`src/rtl/frame_writer.sv`:
```
// frame_writer: parses a serial byte stream into framed RAM write commands.
// Frame layout: SYNC_BYTE, ADDR, LEN, DATA[0..LEN-1], CHK where
// CHK = (ADDR + LEN + sum(DATA)) mod 256. The payload is buffered and only
// committed to the RAM write port once the checksum has matched, so a corrupt,
// out-of-range or truncated frame never touches RAM.
//
// Handshake: rx_valid is a one-cycle strobe qualifying rx_data; there is no
// back-pressure. While busy is high (commit in progress) strobes are dropped.
//
// state_dbg encoding: 0 IDLE, 1 ADDR, 2 LEN, 3 DATA, 4 CHK, 5 COMMIT.
module frame_writer #(
  parameter logic [7:0] SYNC_BYTE      = 8'hA5,
  parameter int         MAX_LEN        = 8,
  parameter int         TIMEOUT_CYCLES = 50000
) (
  input  logic       clk_system,
  input  logic       reset,
  input  logic [7:0] rx_data,
  input  logic       rx_valid,
  output logic       wr,
  output logic [7:0] wr_addr,
  output logic [7:0] wr_data,
  output logic       busy,
  output logic       frame_ok,
  output logic       frame_err,
  output logic [7:0] err_count,
  output logic [2:0] state_dbg
);

  // Counter wide enough to hold 0..MAX_LEN; buffer address wide enough for 0..MAX_LEN-1.
  localparam int CNT_W  = $clog2(MAX_LEN + 1);
  localparam int BUF_AW = (MAX_LEN > 1) ? $clog2(MAX_LEN) : 1;
  localparam int TMO_W  = $clog2(TIMEOUT_CYCLES + 1);

  localparam logic [CNT_W-1:0] CNT_ONE  = CNT_W'(1);
  localparam logic [TMO_W-1:0] TMO_LAST = TMO_W'(TIMEOUT_CYCLES - 1);
  localparam logic [TMO_W-1:0] TMO_ONE  = TMO_W'(1);

  typedef enum logic [2:0] {
    S_IDLE   = 3'd0,
    S_ADDR   = 3'd1,
    S_LEN    = 3'd2,
    S_DATA   = 3'd3,
    S_CHK    = 3'd4,
    S_COMMIT = 3'd5
  } state_t;

  state_t state;
  state_t state_next;

  logic [7:0]       addr_q;
  logic [CNT_W-1:0] len_q;
  logic [7:0]       sum_q;
  logic [CNT_W-1:0] idx_q;
  logic [CNT_W-1:0] cmt_idx_q;
  logic [TMO_W-1:0] tmo_cnt;
  logic [7:0]       buffer [MAX_LEN];

  logic in_frame;
  logic tmo_fire;
  logic take;
  logic len_bad;
  logic [8:0] end_addr;
  logic do_err;
  logic do_ok;
  logic do_write;

  assign state_dbg = state;

  // A frame is "open" between the sync byte and the checksum byte.
  assign in_frame = (state == S_ADDR) || (state == S_LEN) ||
                    (state == S_DATA) || (state == S_CHK);

  // Timeout fires on the edge the idle counter would reach TIMEOUT_CYCLES;
  // it takes priority over a byte arriving on that same edge.
  assign tmo_fire = in_frame && (tmo_cnt == TMO_LAST);
  assign take     = rx_valid && !tmo_fire;

  // Length checks done 9 bits wide so ADDR + LEN cannot wrap past the RAM end.
  assign end_addr = {1'b0, addr_q} + {1'b0, rx_data};
  assign len_bad  = (rx_data == 8'd0) || (rx_data > 8'(MAX_LEN)) ||
                    (end_addr > 9'(MAX_LEN));

  // State register.
  always_ff @(posedge clk_system) begin
    if (reset) state <= S_IDLE;
    else       state <= state_next;
  end

  // Next-state decode plus the error / completion / write strobes.
  always_comb begin
    state_next = state;
    do_err     = 1'b0;
    do_ok      = 1'b0;
    do_write   = 1'b0;
    case (state)
      S_IDLE: begin
        if (rx_valid && (rx_data == SYNC_BYTE)) state_next = S_ADDR;
      end
      S_ADDR: begin
        if (tmo_fire) begin
          do_err     = 1'b1;
          state_next = S_IDLE;
        end else if (take) begin
          state_next = S_LEN;
        end
      end
      S_LEN: begin
        if (tmo_fire) begin
          do_err     = 1'b1;
          state_next = S_IDLE;
        end else if (take) begin
          if (len_bad) begin
            do_err     = 1'b1;
            state_next = S_IDLE;
          end else begin
            state_next = S_DATA;
          end
        end
      end
      S_DATA: begin
        if (tmo_fire) begin
          do_err     = 1'b1;
          state_next = S_IDLE;
        end else if (take && ((idx_q + CNT_ONE) == len_q)) begin
          state_next = S_CHK;
        end
      end
      S_CHK: begin
        if (tmo_fire) begin
          do_err     = 1'b1;
          state_next = S_IDLE;
        end else if (take) begin
          if (rx_data == sum_q) begin
            state_next = S_COMMIT;
          end else begin
            do_err     = 1'b1;
            state_next = S_IDLE;
          end
        end
      end
      S_COMMIT: begin
        // Runs every cycle; rx strobes are ignored here.
        if (cmt_idx_q == len_q) begin
          do_ok      = 1'b1;
          state_next = S_IDLE;
        end else begin
          do_write = 1'b1;
        end
      end
      default: begin
        state_next = S_IDLE;
      end
    endcase
  end

  // Inter-byte idle counter: only runs while a frame is open and no byte arrives.
  always_ff @(posedge clk_system) begin
    if (reset || !in_frame || rx_valid) tmo_cnt <= '0;
    else                                tmo_cnt <= tmo_cnt + TMO_ONE;
  end

  // Frame capture: address, length, running checksum and payload buffer.
  always_ff @(posedge clk_system) begin
    if (reset) begin
      addr_q    <= '0;
      len_q     <= '0;
      sum_q     <= '0;
      idx_q     <= '0;
      cmt_idx_q <= '0;
      for (int i = 0; i < MAX_LEN; i++) buffer[i] <= '0;
    end else begin
      case (state)
        S_ADDR: begin
          if (take) begin
            addr_q <= rx_data;
            sum_q  <= rx_data;
          end
        end
        S_LEN: begin
          if (take && !len_bad) begin
            len_q <= rx_data[CNT_W-1:0];
            sum_q <= sum_q + rx_data;
            idx_q <= '0;
          end
        end
        S_DATA: begin
          if (take) begin
            buffer[idx_q[BUF_AW-1:0]] <= rx_data;
            sum_q                     <= sum_q + rx_data;
            idx_q                     <= idx_q + CNT_ONE;
          end
        end
        S_CHK: begin
          cmt_idx_q <= '0;
        end
        S_COMMIT: begin
          if (do_write) cmt_idx_q <= cmt_idx_q + CNT_ONE;
        end
        default: begin
        end
      endcase
    end
  end

  // Registered RAM port and status pulses; wr_addr/wr_data hold between commits.
  always_ff @(posedge clk_system) begin
    if (reset) begin
      wr        <= 1'b0;
      wr_addr   <= '0;
      wr_data   <= '0;
      busy      <= 1'b0;
      frame_ok  <= 1'b0;
      frame_err <= 1'b0;
      err_count <= '0;
    end else begin
      wr        <= do_write;
      busy      <= do_write;
      frame_ok  <= do_ok;
      frame_err <= do_err;
      if (do_write) begin
        wr_addr <= addr_q + 8'(cmt_idx_q);
        wr_data <= buffer[cmt_idx_q[BUF_AW-1:0]];
      end
      if (do_err && (err_count != 8'hFF)) err_count <= err_count + 8'd1;
    end
  end

endmodule
```
`config.mk`:
```
export PLATFORM = sky130hd
export DESIGN_NAME = frame_writer
export DESIGN_NICKNAME = d
export VERILOG_FILES = /design/src/rtl/frame_writer.sv
export SDC_FILE = /design/constraint.sdc
export NUM_CORES = 1
export LEC_CHECK = 0
export CORE_MARGIN = 5
export CORE_UTILIZATION = 45
export DETAILED_ROUTE_END_ITERATION = 10
export SETUP_SLACK_MARGIN = 0.15
export SKIP_CTS_REPAIR_TIMING = 1
export SYNTH_ARGS = -nofsm -noshare
export SYNTH_HDL_FRONTEND = slang
export SYNTH_SLANG_ARGS = --single-unit
```
`constraint.sdc`:
```
create_clock -name clk_system -period 4.74 [get_ports clk_system]
set_clock_uncertainty 0.1 [all_clocks]
set_input_delay 1.185 -clock clk_system [delete_from_list [all_inputs] [get_ports clk_system]]
set_output_delay 1.185 -clock clk_system [all_outputs]
set_load 0.01 [all_outputs]
```
==> impl_metrics.yaml, run 1 <==
place:
  numPortBuffers: 41
  pre_cts_slack_ns: -0.112
  dpl.hpwl_um: 12200
  globalplace.congestion: 0.903
  dp_cells: 949
floorplanning:
  dieArea_sq_um: 18600
  num_rows: 46
  core_sq_um: 15800
  start_util_pct: 45.5
  die_h_um: 136
  num_io_pins: 42
  die_x_um: 136
timing:
  final-max-slew-violation-count: 0
  tightest_slew_ns: 1.22
  setup-violations-final: 0
  rsz0062_at_grt: "no"
  relSlewSlack_pct: 18.5
  min_period_over_period_pct: 94.1
  finalHoldViolations: 0
  fin_crit_ns: 4.46
  setup_ws_ns: 0.281
  fmax_mhz: 224
  hold_slack_ns: 0.343
logic_synthesis:
  synth_seq_cells: 138
  avgSynthCellArea_sq_um: 10.2
  yosys-top-cells-count: "74 x dfxtp_1, 65 x nor2_1, 64 x edfxtp_1"
  synth_flop_cell: "dfxtp_1"
  ys_seq_area_share_pct: 47.5
  synth_cell_types: 58
  synthTopCellsByArea: "edfxtp_1 27%, dfxtp_1 21%, and2_1 5.1%"
  synth_edf_count: 64
  synth_fp_nets: 739
  syn_area_sq_um: 7170
  synthCells: 702
  yosysWarnings: 0
  synthArstFlopShare_pct: 0
  post-synth-top-count-cell: "dfxtp_1"
  synth_top_area_share_pct: 26.8
  yosysTopAreaCell: "edfxtp_1"
cells_and_area:
  nets: 789
  n_fill_cell: 1417
  area_delta_synth_final_pct: 19.3
  layout-drive-gt1-share_pct: 12.2
  n_antenna_cell: 0
  finalNonFillerCells: 981
power:
  power_density_nw_per_um2: 327
  p_leak_nw: 2.95
  clkPwrFrac_pct: 50.7
  switching_share_pct: 20.3
  internal_power_mw: 2.23
  power.switching_mw: 0.569
  seq_power_share_pct: 45.6
  comb_power_share_pct: 3.7
  ir_drop_uv: 262
worst_setup_path:
  critPathMaxStageDelay_ns: 0.51
  cpMostUsedCell: "buf_4"
  worst-endpoint-arrival_ns: 4.67
  crit_required_ns: 4.95
  critPathLaunchType: "input port"
  rrSetupSlack_ns: 1.15
  critPathKind: "in -> reg"
  cp_slowest_cell: "or4b_1"
  critical_path.max_fanout: 7
  end_kind: "register"
  crit_chain: "clkdlybuf4s50_1 -> ha_1 -> fa_1 -> and3_1 -> or4_1 -> a22o_1 -> or4b_1 -> buf_4 -> o31ai_2 -> buf_4 -> a21oi_1 -> a311oi_1"
clocking:
  cts_max_level: 4
  cts.root.buffer_cell: "clkbuf_16"
  path_clk_slew_ns: 0.06
  tritoncts: "built"
  cts_buffers: 17
  clk_latency_ns: 0.42
  clockBufferDepth: 2
  cts.sinks: 138
route:
  wl_met1_um: 7960
  drt_wl_total_um: 17300
  drc_errors: 0
  drt_iter0_drc: 596
  dr.max_layer_used: "met4"
  vias: 5489
  routed-wl-met3_um: 911
  wl_met2_um: 8080
  drt_first_pass_iters: 5
  vias_per_cell: 5.60
  drtAntennaViolNets: 0
  post_drt_wl_per_cell_um: 17.6
grt:
  grt_pass1_wl_um: 27600
  grt_pass1_vias: 5191
  grtUsageTotal_pct: 19.2
  antenna_found_initial: 0
  overflow: 0
  grt_max_degree: 61
status:
  status: "complete, no violations"
flow_run:
  max_cap_viol_count: 0
min_path:
  worstHoldPathType: "reg -> reg"
## critical path, delay by kind of cell
family | cells | cell delay (ns)
compound gates | 4 | 0.84
buf+inv | 3 | 0.81
fa+ha+maj | 2 | 0.64
simple gates | 3 | 1.19
## layout by cell type (no fill, tap or decap), types with 16 or more instances in the layout
cell,count
nor3_1,24
mux4_2,16
buf_4,30
ha_1,23
o21ai_0,29
xnor2_1,17
clkdlybuf4s50_1,40
a21oi_1,34
clkbuf_16,18
dfxtp_1,74
nor2_1,65
edfxtp_1,64
nand2_1,50
mux2i_1,19
and2_1,58
xor2_1,16
## state kept, by name, indices dropped and copies added, names as in the netlist
signal     count
addr_q         8
buffer        64
busy           1
cmt_idx_q      4
err_count      8
frame_err      1
frame_ok       1
idx_q          4
len_q          4
state_dbg      3
sum_q          8
tmo_cnt       16
wr_addr        8
wr_data        8
## worst paths after layout
| check | end | from | cells after the start |
|---|---|---|---|
| worst max-delay path | sum_q[4] | rx_data[0] | 12 |
| worst min-delay path | tmo_cnt[0] | tmo_cnt[0] | 1 |
| worst max register to register | sum_q[4] | addr_q[0] | 11 |
| worst min register to register | tmo_cnt[0] | tmo_cnt[0] | 1 |
## routing by layer
layer  global-route usage [%]  up-vias
met1                     26.3     2638
met2                     29.9      163
li1                         -     2662
met4                     7.28        0
met3                     4.22       26
met5                        0        -
## final cells by class
class / instances / area, sq um / area share [%]
sequential: 138 / 3400 / 39.8
tap: 216 / 270 / 3.16
inverter: 16 / 60.1 / 0.702
clock inverter: 11 / 166 / 1.95
timing repair buffer: 71 / 631 / 7.37
multi-input combinational: 508 / 3550 / 41.5
clock buffer: 21 / 472 / 5.52
## per-stage QoR
stage	setup TNS, ns	power (mW)	utilization [%]	instance area, sq um
global route	0	2.89	54.2	8550
finish	0	2.80	54.2	8550
CTS	0	2.82	54.2	8550
global placement	-0.0687	1.40	50.2	7910
floorplan	0	1.36	-	7170
detailed placement	-0.447	1.41	50.2	7910
## cells by family (layout without fill, tap and decap cells)
group	Yosys count	count (layout)	share of synthesized area [%]
buffers and inverters	56	119	3.00
flip-flops	138	138	47.5
AND/OR/NAND/NOR	280	280	20.5
multiplexers	40	40	8.47
XOR/XNOR	33	33	4.03
AO/OA/AOI/OAI	129	129	11.7
adder cells (fa/ha/maj)	26	26	4.85
## power groups by stage
| stage | clock network [mW] | registers, mW | logic (mW) |
|---|---|---|---|
| 3_3_place_gp | 0 | 1.30 | 0.103 |
| 6_report | 1.42 | 1.28 | 0.105 |
| 5_1_grt | 1.50 | 1.28 | 0.113 |
| 3_5_place_dp | 0 | 1.30 | 0.104 |
| 2_1_floorplan | 0 | 1.30 | 0.0583 |
| 4_1_cts | 1.44 | 1.28 | 0.104 |
Note: power is estimated with default switching activity, not from simulation.
==> run 2: changes to the inputs <==
Settings changed: CELL_PAD_IN_SITES_DETAIL_PLACEMENT from default to 1, CELL_PAD_IN_SITES_GLOBAL_PLACEMENT from default to 1, PLACE_DENSITY_LB_ADDON from default to 0.1.
==> impl_metrics.yaml, run 2 (synthesized netlist as in run 1, its figures left out) <==
status:
  status: "complete, no violations"
cells_and_area:
  largest_reg_flops: 64
  final_common_cell: "dfxtp_1"
  multiInputGateArea_sq_um: 3550
  finalNonFillerCells: 988
  regMostFlops: "buffer"
  area_delta_synth_final_pct: 18.9
  n_fill_cell: 1773
  reg_top3: "buffer (64), tmo_cnt (16)"
  nets: 796
  n_antenna_cell: 0
  final_cell_mix: "74 x dfxtp_1, 65 x nor2_1, 64 x edfxtp_1"
  seq_area_sq_um: 3400
  layout-drive-gt1-share_pct: 13.2
worst_setup_path:
  cp_slowest_cell: "or4b_1"
  rrSetupSlack_ns: 1.12
  end_kind: "register"
  cpMostUsedCell: "buf_4"
  crit_required_ns: 4.95
  critPathKind: "in -> reg"
  critPathMaxStageDelay_ns: 0.54
  critPathLaunchType: "input port"
  worstRegToRegCells: 11
  critical_path.max_fanout: 4
  crit_chain: "clkdlybuf4s50_1 -> ha_1 -> fa_1 -> and3_1 -> or4_1 -> a22o_1 -> or4b_1 -> buf_4 -> o21ai_1 -> buf_4 -> a2111oi_0 -> mux2_2"
  r2r-end: "err_count[7]"
  worst-endpoint-arrival_ns: 4.61
  worstReg2RegStart: "addr_q[0]"
route:
  drtAntennaViolNets: 0
  vias: 5656
  drt_iter0_drc: 338
  drc_errors: 0
  vias_per_cell: 5.72
  post_drt_wl_per_cell_um: 20.1
  drt_first_pass_iters: 4
  drt_wl_total_um: 19800
place:
  globalplace.congestion: 0.881
  dp_cells: 956
  dpl.hpwl_um: 14100
  numPortBuffers: 41
timing:
  finalHoldViolations: 0
  tightest_slew_ns: 1.22
  hold_slack_ns: 0.360
  fin_crit_ns: 4.40
  setup-violations-final: 0
  min_period_over_period_pct: 92.8
  rsz0062_at_grt: "no"
  relSlewSlack_pct: 18.3
  final-max-slew-violation-count: 0
  fmax_mhz: 227
clocking:
  clockBufferDepth: 2
  clk_latency_ns: 0.43
  cts.sinks: 138
  tritoncts: "built"
  cts_max_level: 4
  cts_buffers: 17
  cts.root.buffer_cell: "clkbuf_16"
  path_clk_slew_ns: 0.06
floorplanning:
  start_util_pct: 45.5
  dieArea_sq_um: 18600
  die_h_um: 136
  die_x_um: 136
  num_rows: 46
  num_io_pins: 42
  core_sq_um: 15800
power:
  ir_drop_uv: 237
  power_density_nw_per_um2: 310
  p_leak_nw: 2.95
flow_run:
  max_cap_viol_count: 0
grt:
  grt_pass1_vias: 5881
  antenna_found_initial: 0
  grt_max_degree: 61
  grtUsageTotal_pct: 22.3
  grt_pass1_wl_um: 32100
  overflow: 0
min_path:
  min_from: "tmo_cnt[0]"
  min_to: "tmo_cnt[0]"
  worstHoldPathType: "reg -> reg"
  hold_path_depth: 1
run 2: changes by cell type in the layout (fill, tap and decap cells not counted), sizes merged:
cell / change
buf: +7
inv: +6
bufinv: -4
clkbuf: -2
run 2: power breakdown:
| part | internal [mW] | switching (mW) |
|---|---|---|
| combinational | 0.0405 | 0.0671 |
| sequential | 1.27 | 0.00895 |
| clock | 0.697 | 0.557 |
| total | 2.01 | 0.633 |
run 2: metrics by stage:
stage	instance area (sq um)	worst slack (ns)	utilization (%)	TNS, ns	total power [mW]
detailed placement	7970	-0.164	50.5	-0.777	1.41
finish	8520	0.340	54.0	0	2.64
global route	8520	0.202	54.0	0	2.74
floorplan	7170	0.410	-	0	1.36
global placement	7970	-0.0868	50.5	-0.192	1.40
CTS	8520	0.268	54.0	0	2.66
run 2: final cells by class:
cell class	instances	area share (%)
Clock buffer	19	5.20
Tap cell	216	3.17
Clock inverter	13	1.31
Sequential cell	138	39.9
Timing Repair Buffer	78	8.02
Inverter	16	0.705
Multi-Input combinational cell	508	41.7
run 2: worst max path at each step:
stage | slack (ns) | cells after the start | start | endpoint
after global routing | 0.20 | 10 | rx_data[0] | sum_q[7]
after global placement | -0.09 | 12 | rx_data[0] | err_count[7]
final | 0.34 | 12 | rx_data[0] | err_count[7]
after floorplan | 0.41 | 10 | rx_data[0] | sum_q[7]
after detailed placement | -0.16 | 12 | rx_data[0] | err_count[7]
after CTS | 0.27 | 12 | rx_data[0] | err_count[7]
run 2: metal layers:
metal | vias up | global-route usage, % | part of all wire, %
met4 | 0 | 6.16 | 1.4
met5 | - | 0 | 0
met2 | 129 | 35.8 | 48
li1 | 2684 | - | -
met3 | 22 | 4.29 | 5.0
met1 | 2821 | 31.1 | 46
run 2: worst max-delay path, delay by kind of cell:
family	cells	cell delay, ns
AO/OA/AOI/OAI	3	0.51
adder cells (fa/ha/maj)	2	0.63
buffers and inverters	3	0.77
multiplexers	1	0.29
AND/OR/NAND/NOR	3	1.21
==> RTL change 1: new RTL, settings of run 2 <==
Remove the register `frame_ok`: a continuous assignment takes its place, so the output `frame_ok` follows one clock earlier.
--- a/src/rtl/frame_writer.sv
+++ b/src/rtl/frame_writer.sv
@@ -210,13 +210,11 @@
       wr_addr   <= '0;
       wr_data   <= '0;
       busy      <= 1'b0;
-      frame_ok  <= 1'b0;
       frame_err <= 1'b0;
       err_count <= '0;
     end else begin
       wr        <= do_write;
       busy      <= do_write;
-      frame_ok  <= do_ok;
       frame_err <= do_err;
       if (do_write) begin
         wr_addr <= addr_q + 8'(cmt_idx_q);
@@ -226,4 +224,6 @@
     end
   end
 
+  assign frame_ok = do_ok;
+
 endmodule
Formal check against the unedited RTL: not equivalent (a bounded check fails within 10 cycles, from zero or initial values and one cycle with reset high).
==> RTL change 1 against run 2 <==
- largest cell class unchanged
- final area is 0.78% lower
- sequential cell count fell by 1
- synthesized cell count fell by 2.0%
- setup slack better by 0.29 ns
- area after synthesis is 0.84% lower
- routed wire length up 0.93%
Power is not compared: it rests on default switching activity, and its combinational part moved more than twofold at a synthesized area within 25%.
==> RTL change 1: results <==
export IMPL_synth_seq_area_share_pct=47.6
export IMPL_drtIter0Drc=363
export IMPL_yosys_top_cells_count="dfxtp_1 (73), edfxtp_1 (64), nor2_1 (63)"
export IMPL_synth_area_top_cells="edfxtp_1 (27%), dfxtp_1 (21%), and2_1 (5.2%), mux4_2 (5.1%), ha_1 (4.0%)"
export IMPL_cp_data_arrival_time_ns=4.36
export IMPL_relSlewSlack_pct=50.4
export IMPL_grt_usage_pct=22.8
export IMPL_path_max_fanout=14
export IMPL_drt_first_pass_iters=5
export IMPL_fillCellCount=1711
export IMPL_grt_pass1_vias=5789
export IMPL_dp_hpwl_um=14200
export IMPL_gp_congestion=0.850
export IMPL_drive_gt1_share_pct=11.6
export IMPL_fin_nets=771
export IMPL_root_buffer="clkbuf_16"
export IMPL_diodes=0
export IMPL_vias=5517
export IMPL_reg2regPathDepth=9
export IMPL_pre_cts_slack_ns=0.161
export IMPL_crit_slowest_cell="a2111oi_0"
export IMPL_cts_buffers=17
export IMPL_yosys_cell_types_count=61
export IMPL_cp_top_family="compound AO/OA/AOI/OAI gates"
export IMPL_status="completed"
[RTL change 1: changes by cell type after synthesis, sizes merged, moves of 5 or more]
cell	before	now
a21oi	34	39
buf	5	10
nand2	50	31
nand2b	6	11
xor2	16	21
[RTL change 1: where the power goes]
| group | total, mW | switching, mW | internal [mW] |
|---|---|---|---|
| clock network | 1.40 | 0.523 | 0.881 |
| registers | 1.35 | 0.0579 | 1.29 |
| logic | 0.367 | 0.218 | 0.149 |
| total | 3.12 | 0.799 | 2.32 |
[RTL change 1: cell families after synthesis]
group	synth area share, %
xor+xnor	4.44
simple gates	21.1
buf+inv	3.22
flops	47.6
fa+ha+maj	4.89
compound gates	10.8
mux	7.90
[RTL change 1: per-stage QoR]
stage          instance area, sq um  utilization [%]  std cells  total power, mW
2_1_floorplan                  7110                -        688             1.59
3_3_place_gp                   7820             49.8        931             1.71
3_5_place_dp                   7820             49.8        931             1.73
4_1_cts                        8450             53.8        963             3.13
5_1_grt                        8450             53.8        963             3.24
6_report                       8450             53.8        963             3.12
[RTL change 1: worst paths after layout]
| path | from | end | slack [ns] |
|---|---|---|---|
| worst max register to register | addr_q[0]$_SDFFE_PP0P_ | err_count[7]$_SDFFE_PP0P_ | 1.38 |
| worst min register to register | tmo_cnt[0]$_SDFF_PP0_ | tmo_cnt[0]$_SDFF_PP0_ | 0.35 |
| worst min-delay path | tmo_cnt[0]$_SDFF_PP0_ | tmo_cnt[0]$_SDFF_PP0_ | 0.35 |
| worst max-delay path | rx_data[0] | err_count[7]$_SDFFE_PP0P_ | 0.63 |
[RTL change 1: metal layers]
metal | part of all wire [%] | GRT usage, % | up-vias | routed length, um
met2 | 50 | 38.4 | 119 | 9970
met4 | 2.0 | 7.61 | 0 | 398
met1 | 43 | 29.5 | 2767 | 8560
met3 | 5.3 | 4.75 | 30 | 1070
met5 | 0 | 0 | - | 0
li1 | - | - | 2601 | -
[RTL change 1: layout make-up]
type / instances / area, sq um / area share [%]
clock buffer: 25 / 562 / 6.64
clock inverter: 7 / 68.8 / 0.814
inverter: 17 / 63.8 / 0.755
multi-input combinational: 493 / 3500 / 41.4
sequential: 137 / 3380 / 40.0
tap: 216 / 270 / 3.20
timing repair buffer: 68 / 608 / 7.19
[RTL change 1: worst register-to-register path, delay by kind of cell, from the launching register on]
family | cells | cell delay (ns)
compound gates | 4 | 1.32
flops | 1 | 0.41
simple gates | 2 | 0.62
fa+ha+maj | 2 | 0.69
xor+xnor | 1 | 0.16
==> RTL change 2: new RTL, settings of run 2 <==
Without the edit above. The parameter `TIMEOUT_CYCLES` goes from 50000 to 100000.
--- a/src/rtl/frame_writer.sv
+++ b/src/rtl/frame_writer.sv
@@ -11,7 +11,7 @@
 module frame_writer #(
   parameter logic [7:0] SYNC_BYTE      = 8'hA5,
   parameter int         MAX_LEN        = 8,
-  parameter int         TIMEOUT_CYCLES = 50000
+  parameter int         TIMEOUT_CYCLES = 100000
 ) (
   input  logic       clk_system,
   input  logic       reset,
Behaviour: same outputs for any inputs over 4 cycles, from zero or initial values and one cycle with reset high; that may be too few to reach the edited logic, so the function may still have changed.
==> RTL change 2 against run 2 <==
- final area shrank 1.2%
- count of clock-buffer cells in the layout is the same
- maximum frequency grew 5.9%
- die area shrank 0.39%
- area after synthesis shrank 0.42%
- register-to-register slack gained 0.25 ns
- sequential cell count grew 1
- sequential share of layout area grew 0.72 points
- power grew 3.5%
- setup slack gained 0.25 ns
- routed wire length shrank 7.4%
- non-clock buffer count shrank 16
- critical endpoint is now sum_q[3]$_SDFFE_PP0P_
- largest cell class unchanged
==> RTL change 2: results <==
export IMPL_synth_seq_area_share_pct=48.0
export IMPL_syn_num_nets=728
export IMPL_drc_errors=0
export IMPL_vias=5341
export IMPL_finalCritPeriodShare_pct=87.6
export IMPL_root_buffer="clkbuf_16"
export IMPL_drt_first_pass_iters=4
export IMPL_diodes=0
export IMPL_final_cells=962
export IMPL_yosys_top_cells_count="dfxtp_1 (75), edfxtp_1 (64), and2_1 (60)"
export IMPL_hp_start="tmo_cnt[0]$_SDFF_PP0_"
export IMPL_ys_warn_count=0
export IMPL_yosys_cell_types_count=65
export IMPL_synth_compound_area_share_pct=9.52
export IMPL_clockBufferDepth=2
export IMPL_drive_gt1_share_pct=13.1
export IMPL_synth_adder_area_share_pct=4.87
export IMPL_min_to="tmo_cnt[0]$_SDFF_PP0_"
export IMPL_synth_avg_cell_area_sq_um=10.3
export IMPL_gp_congestion=0.867
export IMPL_crit_start="rx_data[0]"
export IMPL_synth_xor_area_share_pct=4.79
export IMPL_clk_latency_ns=0.43
export IMPL_power_leakage_nw=2.93
export IMPL_path_clk_slew_ns=0.07
export IMPL_postPlaceCellArea_sq_um=7810
export IMPL_yosysMostFrequentCell="dfxtp_1"
export IMPL_fin_nets=770
export IMPL_cp_data_arrival_time_ns=4.40
export IMPL_pre_cts_slack_ns=0.147
export IMPL_cts_buffers=17
export IMPL_reg2regPathDepth=10
export IMPL_portBuffers=41
export IMPL_path_max_fanout=12
export IMPL_irDropWorstVdd_mv=0.277
export IMPL_endpoint="sum_q[3]$_SDFFE_PP0P_"
export IMPL_synth_mux_area_share_pct=7.61
export IMPL_top_regs="buffer x64, tmo_cnt x17"
export IMPL_grt_pass1_vias=5618
export IMPL_rrSetupSlack_ns=1.37
export IMPL_top_register="buffer"
export IMPL_grt_max_degree=70
export IMPL_grt_pass1_wl_um=30200
export IMPL_status="completed"
export IMPL_ys_async_sr_fraction_pct=0
export IMPL_drt_wl_total_um=18300
export IMPL_relSlewSlack_pct=47.8
export IMPL_fillCellCount=1693
export IMPL_grt_antenna_before_repair=0
export IMPL_hold_path_depth=1
export IMPL_place_inst=930
export IMPL_fin_hold_ws_ns=0.351
export IMPL_dp_hpwl_um=12800
export IMPL_synth_area_top_cells="edfxtp_1 (27%), dfxtp_1 (21%), and2_1 (5.3%), mux4_2 (5.0%), ha_1 (4.0%)"
export IMPL_grt_usage_pct=21.1
export IMPL_htreeDepth=4
export IMPL_drtIter0Drc=259
export IMPL_r2r_start="addr_q[0]$_SDFFE_PP0P_"
export IMPL_synth_edf_count=64
export IMPL_hold_class="flip-flop to flip-flop"
==> RTL change 2: cell types whose count changed in the layout (fill, tap and decap cells not counted), sizes merged, moves of 4 or more <==
| cell | run 2 | this run |
|---|---|---|
| nand2b | 6 | 10 |
| nor2 | 65 | 59 |
| nand3 | 14 | 19 |
| inv | 21 | 16 |
| xnor2 | 17 | 21 |
| buf | 38 | 22 |
| o21ai | 29 | 23 |
| o21a | 5 | 1 |
| a311oi | 8 | 4 |
| or2 | 6 | 12 |
==> RTL change 2: cell type report <==
type / count / area (sq um) / share of cell area [%]
inverter: 14 / 52.6 / 0.624
timing repair buffer: 62 / 563 / 6.69
clock buffer: 19 / 475 / 5.65
multi-input combinational: 499 / 3500 / 41.6
clock inverter: 13 / 131 / 1.56
sequential: 139 / 3420 / 40.7
tap: 216 / 270 / 3.21
==> RTL change 2: critical path: stages <==
cell and delay, ns:
clkdlybuf4s50_1 0.43, ha_1 0.24, fa_1 0.43, xor2_1 0.18, nor4_2 0.21, o21ai_1 0.12
mux2_2 0.27, or4_4 0.55, o21ai_4 0.34, buf_4 0.21, nor2_1 0.05, a211oi_2 0.17
==> RTL change 2: logic make-up after synthesis <==
family	after synthesis
compound gates	104
xor+xnor	39
fa+ha+maj	26
buf+inv	53
flops	139
mux	34
simple gates	296
==> RTL change 2: layer usage <==
layer | track usage, % | part of all wire, % | wire [um]
met2 | 35.0 | 48 | 8740
met5 | 0 | 0 | 0
met3 | 5.22 | 4.9 | 893
met4 | 5.99 | 1.8 | 335
met1 | 27.6 | 46 | 8370
==> RTL change 2: where the power goes <==
group          leakage, nW  switching, mW  internal [mW]
clock                0.288          0.556          0.794
sequential            1.26        0.00619           1.27
combinational         1.38         0.0693         0.0368
total                 2.93          0.631           2.10
